**src/rtl/uart_rx_deframer.sv**
```systemverilog
`default_nettype none
// ============================================================================
// Module   : uart_rx_deframer
// Purpose  : UART receive deframer. Synchronises the serial rx pin, finds
//            start bits, samples 5..8 data bits, optional parity and 1 or 2
//            stop bits at mid-bit using an oversampling tick, and hands each
//            character plus its error flags to the RX FIFO over valid/ready.
// Ports    : clk, reset_n (async, active low)
//            rx                  serial input (async, idle high)
//            rx_en               receiver enable
//            divisor             clk cycles per oversample tick (0 = frozen)
//            data_bits/parity_en/parity_odd/stop2   line configuration
//            rx_data/rx_valid/rx_ready              output handshake
//            parity_err/frame_err                   flags qualified by rx_valid
//            overrun             1-clk pulse when a completed frame is dropped
//            busy                receiver not idle
// Revision : 1.0  initial release
// ============================================================================
module uart_rx_deframer #(
    parameter int OVERSAMPLE = 16,
    parameter int DIV_W      = 16
) (
    input  logic             clk,
    input  logic             reset_n,
    input  logic             rx,
    input  logic             rx_en,
    input  logic [DIV_W-1:0] divisor,
    input  logic [1:0]       data_bits,
    input  logic             parity_en,
    input  logic             parity_odd,
    input  logic             stop2,
    output logic [7:0]       rx_data,
    output logic             rx_valid,
    input  logic             rx_ready,
    output logic             parity_err,
    output logic             frame_err,
    output logic             overrun,
    output logic             busy
);

    localparam int                  c_SCNT_W    = $clog2(OVERSAMPLE);
    localparam logic [c_SCNT_W-1:0] c_SCNT_MID  = c_SCNT_W'(OVERSAMPLE / 2 - 1);
    localparam logic [c_SCNT_W-1:0] c_SCNT_LAST = c_SCNT_W'(OVERSAMPLE - 1);

    typedef enum logic [2:0] {
        S_IDLE   = 3'd0,
        S_START  = 3'd1,
        S_DATA   = 3'd2,
        S_PARITY = 3'd3,
        S_STOP   = 3'd4
    } state_t;

    state_t r_state;
    state_t w_state_nxt;

    // Synchroniser and edge-detect stage; all reset to the idle (high) level
    logic r_rx_meta;
    logic r_rx_s;
    logic r_rx_s_d;

    // Frame configuration captured at start detection
    logic [DIV_W-1:0] r_div;
    logic [1:0]       r_data_bits;
    logic             r_par_en;
    logic             r_par_odd;
    logic             r_stop2;

    logic [DIV_W-1:0]    r_div_cnt;
    logic [c_SCNT_W-1:0] r_scnt;
    logic [2:0]          r_bit_cnt;
    logic [7:0]          r_shift;
    logic                r_par;
    logic                r_perr_acc;
    logic                r_ferr_acc;
    logic                r_stop_cnt;

    logic [7:0] r_rx_data;
    logic       r_rx_valid;
    logic       r_parity_err;
    logic       r_frame_err;
    logic       r_overrun;

    logic w_start;
    logic w_tick;
    logic w_mid_start;
    logic w_sample;
    logic w_last_data;
    logic w_last_stop;
    logic w_done;

    always_ff @(posedge clk or negedge reset_n) begin
        if (!reset_n) begin
            r_rx_meta <= 1'b1;
            r_rx_s    <= 1'b1;
            r_rx_s_d  <= 1'b1;
        end else begin
            r_rx_meta <= rx;
            r_rx_s    <= r_rx_meta;
            r_rx_s_d  <= r_rx_s;
        end
    end

    // Falling edge only: a line stuck low cannot retrigger a frame
    assign w_start = rx_en && r_rx_s_d && !r_rx_s;

    // Oversample tick; the counter is held at zero while idle so every frame
    // starts with a full tick period after the start edge
    assign w_tick = (r_state != S_IDLE) && (r_div != '0) &&
                    (r_div_cnt == r_div - DIV_W'(1));

    always_ff @(posedge clk or negedge reset_n) begin
        if (!reset_n) begin
            r_div_cnt <= '0;
        end else if ((r_state == S_IDLE) || (r_div == '0) || w_tick) begin
            r_div_cnt <= '0;
        end else begin
            r_div_cnt <= r_div_cnt + DIV_W'(1);
        end
    end

    // Start bit is checked half a bit in; after re-zeroing scnt there, every
    // wrap of scnt lands in the middle of the following bit
    assign w_mid_start = w_tick && (r_state == S_START) && (r_scnt == c_SCNT_MID);
    assign w_sample    = w_tick && (r_scnt == c_SCNT_LAST);
    assign w_last_data = (r_bit_cnt == ({1'b0, r_data_bits} + 3'd4));
    assign w_last_stop = r_stop2 ? r_stop_cnt : 1'b1;

    always_ff @(posedge clk or negedge reset_n) begin
        if (!reset_n) begin
            r_scnt <= '0;
        end else if ((r_state == S_IDLE) || w_mid_start) begin
            r_scnt <= '0;
        end else if (w_tick) begin
            r_scnt <= r_scnt + c_SCNT_W'(1);
        end
    end

    always_ff @(posedge clk or negedge reset_n) begin
        if (!reset_n) begin
            r_state <= S_IDLE;
        end else begin
            r_state <= w_state_nxt;
        end
    end

    always_comb begin
        w_state_nxt = r_state;
        w_done      = 1'b0;
        if (!rx_en) begin
            w_state_nxt = S_IDLE;
        end else begin
            case (r_state)
                S_IDLE: begin
                    if (w_start) w_state_nxt = S_START;
                end
                S_START: begin
                    if (w_mid_start) w_state_nxt = r_rx_s ? S_IDLE : S_DATA;
                end
                S_DATA: begin
                    if (w_sample && w_last_data) w_state_nxt = r_par_en ? S_PARITY : S_STOP;
                end
                S_PARITY: begin
                    if (w_sample) w_state_nxt = S_STOP;
                end
                S_STOP: begin
                    if (w_sample && w_last_stop) begin
                        w_state_nxt = S_IDLE;
                        w_done      = 1'b1;
                    end
                end
                default: w_state_nxt = S_IDLE;
            endcase
        end
    end

    // Frame datapath
    always_ff @(posedge clk or negedge reset_n) begin
        if (!reset_n) begin
            r_div       <= '0;
            r_data_bits <= '0;
            r_par_en    <= 1'b0;
            r_par_odd   <= 1'b0;
            r_stop2     <= 1'b0;
            r_bit_cnt   <= '0;
            r_shift     <= '0;
            r_par       <= 1'b0;
            r_perr_acc  <= 1'b0;
            r_ferr_acc  <= 1'b0;
            r_stop_cnt  <= 1'b0;
        end else begin
            if ((r_state == S_IDLE) && w_start) begin
                r_div       <= divisor;
                r_data_bits <= data_bits;
                r_par_en    <= parity_en;
                r_par_odd   <= parity_odd;
                r_stop2     <= stop2;
            end
            if (w_mid_start) begin
                r_bit_cnt  <= '0;
                r_shift    <= '0;
                r_par      <= 1'b0;
                r_perr_acc <= 1'b0;
                r_ferr_acc <= 1'b0;
                r_stop_cnt <= 1'b0;
            end
            if ((r_state == S_DATA) && w_sample) begin
                // Indexed write keeps short characters LSB-aligned with zero MSBs
                r_shift[r_bit_cnt] <= r_rx_s;
                r_par              <= r_par ^ r_rx_s;
                r_bit_cnt          <= r_bit_cnt + 3'd1;
            end
            if ((r_state == S_PARITY) && w_sample) begin
                r_perr_acc <= ((r_par ^ r_rx_s) != r_par_odd);
            end
            if ((r_state == S_STOP) && w_sample) begin
                if (!r_rx_s) r_ferr_acc <= 1'b1;
                r_stop_cnt <= 1'b1;
            end
        end
    end

    // Holding register and handshake
    always_ff @(posedge clk or negedge reset_n) begin
        if (!reset_n) begin
            r_rx_data    <= '0;
            r_rx_valid   <= 1'b0;
            r_parity_err <= 1'b0;
            r_frame_err  <= 1'b0;
            r_overrun    <= 1'b0;
        end else begin
            r_overrun <= 1'b0;
            if (w_done) begin
                if (r_rx_valid && !rx_ready) begin
                    r_overrun <= 1'b1;
                end else begin
                    // The final stop sample is folded in directly here
                    r_rx_data    <= r_shift;
                    r_parity_err <= r_perr_acc;
                    r_frame_err  <= r_ferr_acc | ~r_rx_s;
                    r_rx_valid   <= 1'b1;
                end
            end else if (r_rx_valid && rx_ready) begin
                r_rx_valid <= 1'b0;
            end
        end
    end

    assign rx_data    = r_rx_data;
    assign rx_valid   = r_rx_valid;
    assign parity_err = r_parity_err;
    assign frame_err  = r_frame_err;
    assign overrun    = r_overrun;
    assign busy       = (r_state != S_IDLE);

endmodule
`default_nettype wire

```
**config.mk**
```make
export PLATFORM = sky130hd
export DESIGN_NAME = uart_rx_deframer
export DESIGN_NICKNAME = d
export VERILOG_FILES = /design/src/rtl/uart_rx_deframer.sv
export SDC_FILE = /design/constraint.sdc
export NUM_CORES = 1
export LEC_CHECK = 0
export CAP_MARGIN = 20
export CORE_MARGIN = 3
export CORE_UTILIZATION = 41
export CTS_CLUSTER_SIZE = 8
export DETAILED_ROUTE_END_ITERATION = 10
export GPL_TIMING_DRIVEN = 1
export PLACE_DENSITY_LB_ADDON = 0.2
export SLEW_MARGIN = 0
export SYNTH_ARGS = -nofsm -noshare
export SYNTH_HDL_FRONTEND = slang
export SYNTH_SLANG_ARGS = --single-unit
```
**constraint.sdc**
```tcl
create_clock -name clk -period 4.46 [get_ports clk]
set_input_delay 0.446 -clock clk [delete_from_list [all_inputs] [get_ports clk]]
set_output_delay 0.446 -clock clk [all_outputs]
set_load 0.01 [all_outputs]
```
==> After elaboration in Yosys (flattened, before gate mapping) <==
Index checks and enable logic that the tools add are counted.
{ "totals": {"register_bits": 74, "in_bits": 26, "elab_cells": 116} }
{ "classes": {"addsub": 5, "order_cmp": 2, "eq_ne": 15, "n_mux": 35, "bitwise_logic": 4, "reduce_logical": 33} }
{ "ops": {"columns": ["operator", "count"], "rows": [
  ["$mux W3", 9],
  ["$mux W1", 17],
  ["$add A16 B1 Y16 const B", 1],
  ["$eq A16 B16 Y1", 1],
  ["$logic_and A1 B1 Y1", 16],
  ["$logic_not A16 Y1", 1],
  ["$mux W16", 1],
  ["$mux W8", 2],
  ["$reduce_bool A16 Y1", 1],
  ["$sub A16 B1 Y16 const B", 1],
  ["$ne A3 B3 Y1 const B", 5],
  ["$pmux W3 S5", 1],
  ["$reduce_bool A2 Y1", 5],
  ["$bwmux W8", 1],
  ["$mux W4", 2],
  ["$eq A3 B2 Y1 const B", 2],
  ["$reduce_and A5 Y1", 1],
  ["$add A4 B1 Y4 const B", 1],
  ["$eq A4 B3 Y1 const B", 1],
  ["$eq A4 B4 Y1 const B", 1],
  ["$lt A3 B4 Y1 const B", 1],
  ["$reduce_and A2 Y1", 2],
  ["$add A2 B3 Y3 const B", 1],
  ["$add A3 B1 Y3 const B", 1],
  ["15 further kinds", 19]
]} }

==> Depth between registers and ports, before layout <==
Gate-level depths: netlist of run 1.
{ "depth": {"word_depth": 10, "mapped_depth": 13} }

==> Worst setup path after synthesis of run 1 <==
No wires, ideal clock.
{ "synth_path": {"kind": "register to register", "start": "register r_div[0]", "end": "register r_shift[1]", "arrival_ns": 3.541, "slack_ns": 0.795, "stages_incl_launch_ff": 13, "path_buffers": 2, "period_less_slack_ns": 3.665, "path_cell_list": "dfrtp_1 > inv_1 > ha_1 > or3b_2 > clkbuf_1 > xnor2_1 > or3_1 > a31o_2 > or3b_2 > clkbuf_1 > nor4_4 > and4bb_2 > mux2_2"} }
{ "synth_between": {"elab_chain_cells": 8, "elab_cells_between_ends": 12, "classes_between": "add/sub (1); eq/ne (1); mux (3); reduce/logical (7)"} }
{ "synth_lines": {"columns": ["element", "line", "source"], "rows": [
  ["start: declaration", "62", "logic [DIV_W-1:0] r_div;"],
  ["start signal: assignment", "192", "r_div <= divisor;"],
  ["$sub A16 B1 Y16 or $reduce_bool A16 Y1 (tied branches)", "109, 108", null],
  ["$eq A16 B16 Y1 or $logic_and A1 B1 Y1 (tied branches)", "109, 108", null],
  ["$logic_and A1 B1 Y1 *", "108", "assign w_tick = (r_state != S_IDLE) && (r_div != '0) &&"],
  ["$logic_and A1 B1 Y1 (2 in a row)", "123", "assign w_mid_start = w_tick && (r_state == S_START) && (r_scnt == c_SCNT_MID);"],
  ["$mux W8", "198", "if (w_mid_start) begin"],
  ["$bwmux W8", "208", "r_shift[r_bit_cnt] <= r_rx_s;"],
  ["$mux W8 *", "206", "if ((r_state == S_DATA) && w_sample) begin"],
  ["end signal: indexed assignment", "208", null],
  ["end: declaration", "71", "logic [7:0] r_shift;"]
]} }
Every way passes the cells marked *; elsewhere a longest branch is shown, timed or not.
A chain may end at the register's enable or synchronous reset.

==> Final worst setup path of run 1 <==
{ "layout_path": {"start": "register r_div[2]", "end": "register r_shift[7]"} }
The elaborated chain is that of the path after synthesis.

==> results of run 1 <==
## sequential cells by signal, indices dropped and copies added (netlist names), 2 cells and up
signal / cells
rx_data: 8
r_bit_cnt: 3
r_div_cnt: 16
r_data_bits: 2
r_state: 3
r_scnt: 4
r_shift: 8
r_div: 16
## critical path, stage by stage (launching register included)
cell and delay [ns]:
dfrtp_1 0.45, or4_1 0.67, or4b_1 0.53, a211o_1 0.30, o311a_1 0.10, or4_1 0.62
nor4_4 0.52, buf_4 0.23, nand4_1 0.12, mux2_1 0.34
## stage by stage
step	hold WS (ns)	instances	total power, mW	util
4_1_cts	0.261	552	1.97	0.504
6_report	0.220	552	1.94	0.504
5_1_grt	0.301	552	2.07	0.504
3_3_place_gp	0.348	535	1.41	0.479
2_1_floorplan	0.150	384	1.26	-
3_5_place_dp	0.347	536	1.43	0.482
## cell type report
class / instances / area, um^2 / share of cell area
clock inverter: 7 / 76.3 / 0.0162
multi-input combinational: 277 / 2020 / 0.428
clock buffer: 9 / 124 / 0.0262
sequential: 74 / 1860 / 0.393
inverter: 14 / 52.6 / 0.0111
tap: 129 / 161 / 0.0342
timing repair buffer: 42 / 428 / 0.0907
## synth_stat cells, types with 3 or more instances
cell type | n | area share
or3_1 | 4 | 0.0062
or4_1 | 4 | 0.0075
a211o_1 | 3 | 0.0065
nor4_1 | 6 | 0.0093
inv_1 | 14 | 0.013
o21ai_0 | 16 | 0.020
dfrtp_1 | 71 | 0.44
o31ai_1 | 3 | 0.0056
nand4_1 | 8 | 0.012
nand3b_1 | 3 | 0.0056
buf_2 | 3 | 0.0037
ha_1 | 5 | 0.016
nand4b_1 | 3 | 0.0065
buf_6 | 3 | 0.0084
a31oi_1 | 3 | 0.0047
dfstp_2 | 3 | 0.020
nor2_1 | 34 | 0.032
and3_1 | 4 | 0.0062
nand2_1 | 22 | 0.021
nand3_1 | 16 | 0.020
nor3_1 | 8 | 0.0099
nor2b_1 | 11 | 0.017
mux2i_1 | 6 | 0.015
xnor2_1 | 23 | 0.050
xor2_1 | 16 | 0.035
mux2_1 | 4 | 0.011
mux2_2 | 34 | 0.095
nand2b_1 | 4 | 0.0062
clkbuf_1 | 13 | 0.012
o22ai_1 | 4 | 0.0062
and3b_1 | 4 | 0.0087
## report_power, final
group	switching, mW	internal [mW]	leakage, nW
Clock	0.268	0.262	0.0962
Sequential	0.141	0.757	0.979
Combinational	0.258	0.258	0.921
Total	0.667	1.28	2.00
## layer usage
metal	track usage	part of all wire	wire, um	vias up
met5	0	0	0	-
met4	0.0665	0.017	145	0
met3	0.0303	0.034	283	12
met2	0.229	0.44	3670	63
met1	0.232	0.51	4240	1456
li1	-	-	-	1429
## cells by family (layout without fill, tap and decap cells)
group / count (synthesis) / after routing
flops: 74 / 74
buf+inv: 33 / 72
xor+xnor: 39 / 39
fa+ha+maj: 5 / 5
simple gates: 144 / 144
mux: 44 / 44
compound gates: 45 / 45
## how the worst max path moves through the flow
stage | endpoint | slack [ns] | depth (start not counted)
after floorplan | r_shift[1] | 0.79 | 12
after global placement | r_shift[7] | 0.58 | 9
after detailed placement | r_shift[7] | 0.46 | 9
after CTS | r_shift[7] | 0.46 | 9
after global routing | r_shift[7] | 0.26 | 9
final | r_shift[7] | 0.46 | 9
==> results.toml, run 1 <==
[synth]
synth_top_flop_cell = "dfrtp_1"
synth_edf_count = 0
synth_top_family_by_area = "simple AND/OR/NAND/NOR gates"
yosys.area_share.simple = 0.203
postSynth.asyncResetShare = 1.00
netlist_area_um2 = 4030
yosys_warnings = 0
yosysSeqAreaShare = 0.461
muxShareOfSynthArea = 0.121
syn_nets = 415
synth_compound_area_frac = 0.0774
synth_cell_type_count = 54
synth-xor-area-share = 0.0849
synthCells = 384
synth_seq_cells = 74
synth_adder_area_share = 0.0155
avgSynthCellArea_um2 = 10.5

[worst_setup_path]
crit_start = "r_div[2]"
crit_arrival_ns = 4.24
timing.rr.start = "r_div[2]"
rr_worst_depth = 9
startpoint_type = "register"
cp_data_required_time_ns = 4.69
worstPathMaxFanout = 8
endpoint_kind = "register"
r2r_slack_ns = 0.46
reg2reg_to = "r_shift[7]"
path_class = "reg2reg"

[clock_network]
cts_setup_buffers = 0
ctsResizeCount = 0
path_clk_slew_ns = 0.08
cts_num_sinks = 74
hold_buffers = 0
cts_tree = "done"
clock_latency_ns = 0.35
numCtsBuffers = 9
cts_root_buffer = "clkbuf_8"
htree_levels = 3
cts_buffer_depth = 2

[status]
status = "complete, no violations"

[die]
die_width_um = 105
die_area_um2 = 11000
ioPinCount = 39
core_area_um2 = 9370
fp-row-count = 35
start_util = 0.430
die_y_um = 105

[timing]
max_freq_mhz = 250
fin_skew_ns = 0.0107
timing.final.crit_share = 0.897
finalSetupViolations = 0
max_slew_margin = 0.388
fin_setup_tns_ns = 0
finalMaxSlewViolations = 0
layout_min_cycle_time_ns = 4.00
tightest_slew_ns = 0.918
rsz0062_at_grt = "false"
hold_viol = 0
fin_ws_ns = 0.458

[global_routing]
grt_max_degree = 75
grt.overflow.total = 0
grt_util_all_layers = 0.159
grt_antenna_before_repair = 0
grt_pass1_wl_um = 14200
grt_pass1_vias = 2886

[min_path]
hp-class = "in2async"

[placed_design]
hpwl_um = 5940
gp_congestion = 0.863
io_buffer_count = 38
pre_cts_slack_ns = 0.461
dpl_cell_area_um2 = 4520

[cells_and_area]
fin_nets = 449
fin_area_um2 = 4720
drive_gt1_frac = 0.165
diodes = 0
fill_cells = 898
syn2layout_area_growth_pct = 17.3
final_cell_mix = "dfrtp_1, clkdlybuf4s50_1, mux2_2"
layout_commonest_cell = "dfrtp_1"

[flow_run]
maxCapViolations = 0

[drt]
vias = 2960
wl_um = 8340
first_pass_iters = 4
antenna_violating_nets_post_route = 0
wl_per_cell_um = 15.1
drc = 0
via_per_inst = 5.36
drt-initial-drc-count = 112

[power]
p_leak_nw = 2.00
vdd_drop_max_uv = 176
power_density_nw_per_um2 = 412
Note: power is estimated with default switching activity, not from simulation.
==> run 2, diff against run 1 <==
--- a/config.mk
+++ b/config.mk
@@ -12,6 +12,7 @@
 export DETAILED_ROUTE_END_ITERATION = 10
 export GPL_TIMING_DRIVEN = 1
 export PLACE_DENSITY_LB_ADDON = 0.2
+export REMOVE_ABC_BUFFERS = 1
 export SLEW_MARGIN = 0
 export SYNTH_ARGS = -nofsm -noshare
 export SYNTH_HDL_FRONTEND = slang
==> results.toml, run 2 (synthesis gave the netlist of run 1 again) <==
[timing]
timing.final.crit_share = 0.886
fin_setup_tns_ns = 0
max_slew_margin = 0.372
fin_skew_ns = 0.0120
hold_viol = 0
layout_min_cycle_time_ns = 3.95
finalSetupViolations = 0
rsz0062_at_grt = "false"
tightest_slew_ns = 0.942
finalMaxSlewViolations = 0
max_freq_mhz = 253

[power]
clkPwrFrac = 0.259
switching_share = 0.360
vdd_drop_max_uv = 212
p_leak_nw = 1.99
intPower_mw = 1.23
combPwrFrac = 0.273
seqPwrFrac = 0.468
power_switching_mw = 0.691
power_density_nw_per_um2 = 409

[clock_network]
htree_levels = 3
path_clk_slew_ns = 0.09
cts_buffer_depth = 2
cts_setup_buffers = 0
ctsResizeCount = 0
hold_buffers = 0
cts_tree = "done"
clock_latency_ns = 0.35
numCtsBuffers = 9
cts_num_sinks = 74
cts_root_buffer = "clkbuf_8"

[cells_and_area]
diodes = 0
top_regs = "r_div: 16 flops, r_div_cnt: 16 flops"
syn2layout_area_growth_pct = 16.5
final_cells = 553
final_cell_mix = "dfrtp_1, clkdlybuf4s50_1, mux2_2"
drive_gt1_frac = 0.167
layout_commonest_cell = "dfrtp_1"
fin_nets = 450

[placed_design]
io_buffer_count = 38
place_inst = 537
hpwl_um = 6010
gp_congestion = 0.904

[drt]
antenna_violating_nets_post_route = 0
wl_per_cell_um = 15.3
drc = 0
drt-initial-drc-count = 179
first_pass_iters = 4
vias = 2961
wl_um = 8480
via_per_inst = 5.35

[worst_setup_path]
endpoint_kind = "register"
cp_data_required_time_ns = 4.70
max_stage_delay_ns = 0.67
crit_path_frequent_cell = "or4_1"
cpMaxStageDelayCell = "or4_1"
critPathTopFamily = "simple AND/OR/NAND/NOR gates"
startpoint_type = "register"
crit_arrival_ns = 4.19
path_class = "reg2reg"
path_buf_inv = 1
worstPathMaxFanout = 15
cp_cell_sequence = "or4_1 > or4b_1 > a211o_1 > o311a_1 > or4_1 > nor4_4 > buf_4 > and4bb_2 > mux2_2"

[die]
core_area_um2 = 9370
fp-row-count = 35
ioPinCount = 39
die_area_um2 = 11000
die_width_um = 105
start_util = 0.430
die_y_um = 105

[global_routing]
grt_util_all_layers = 0.161
grt_antenna_before_repair = 0
grt_pass1_vias = 2909
grt.overflow.total = 0
grt_pass1_wl_um = 14400
grt_max_degree = 75

[flow_run]
maxCapViolations = 0

[status]
status = "complete, no violations"

[min_path]
hp-class = "in2async"
-- run 2: cell count changes in the layout (fill, tap and decap cells not counted) --
cell,before,now
buf_4,4,6
bufinv_16,1,0
inv_6,2,5
buf_16,1,0
clkinv_4,1,0
clkinv_2,1,0
-- run 2: cell type report --
type,count,area (um^2)
fill,869,4680
multi-input combinational,277,2020
sequential,74,1860
timing repair buffer,43,415
tap,129,161
clock buffer,9,124
clock inverter,7,58.8
inverter,14,52.6
-- run 2: worst paths after layout --
check | start | endpoint | slack (ns) | cells past startpoint
hold reg to reg | r_rx_meta | r_rx_s | 0.36 | 0
max in group asynchronous | reset_n | r_div_cnt[6] | 3.60 | 1
setup / recovery | r_div[2] | r_shift[1] | 0.51 | 9
min in group clk | r_rx_meta | r_rx_s | 0.36 | 0
setup reg to reg | r_div[2] | r_shift[1] | 0.51 | 9
hold / removal | reset_n | r_div[6] | 0.20 | 1
-- run 2: power by group through the flow --
stage | Sequential [mW] | Combinational, mW | Clock [mW]
floorplan | 0.865 | 0.379 | 0
global placement | 0.907 | 0.515 | 0
detailed placement | 0.912 | 0.521 | 0
CTS | 0.899 | 0.525 | 0.515
global route | 0.918 | 0.576 | 0.542
finish | 0.899 | 0.524 | 0.498
-- run 2: routing by layer --
| layer | wire, um | part of all wire | GRT usage |
|---|---|---|---|
| met1 | 4220 | 0.50 | 0.238 |
| met2 | 3780 | 0.45 | 0.230 |
| met3 | 389 | 0.046 | 0.0414 |
| met4 | 91 | 0.011 | 0.0497 |
| met5 | 0 | 0 | 0 |
-- run 2: through the flow --
step                 util  hold WS, ns  power, mW  worst slack (ns)  cell area, um^2
floorplan               -        0.150       1.24             0.629             3930
global placement    0.481        0.346       1.42             0.635             4510
detailed placement  0.481        0.347       1.43             0.529             4510
CTS                 0.500        0.263       1.94             0.516             4690
global route        0.500        0.317       2.04             0.349             4690
finish              0.500        0.202       1.92             0.506             4690
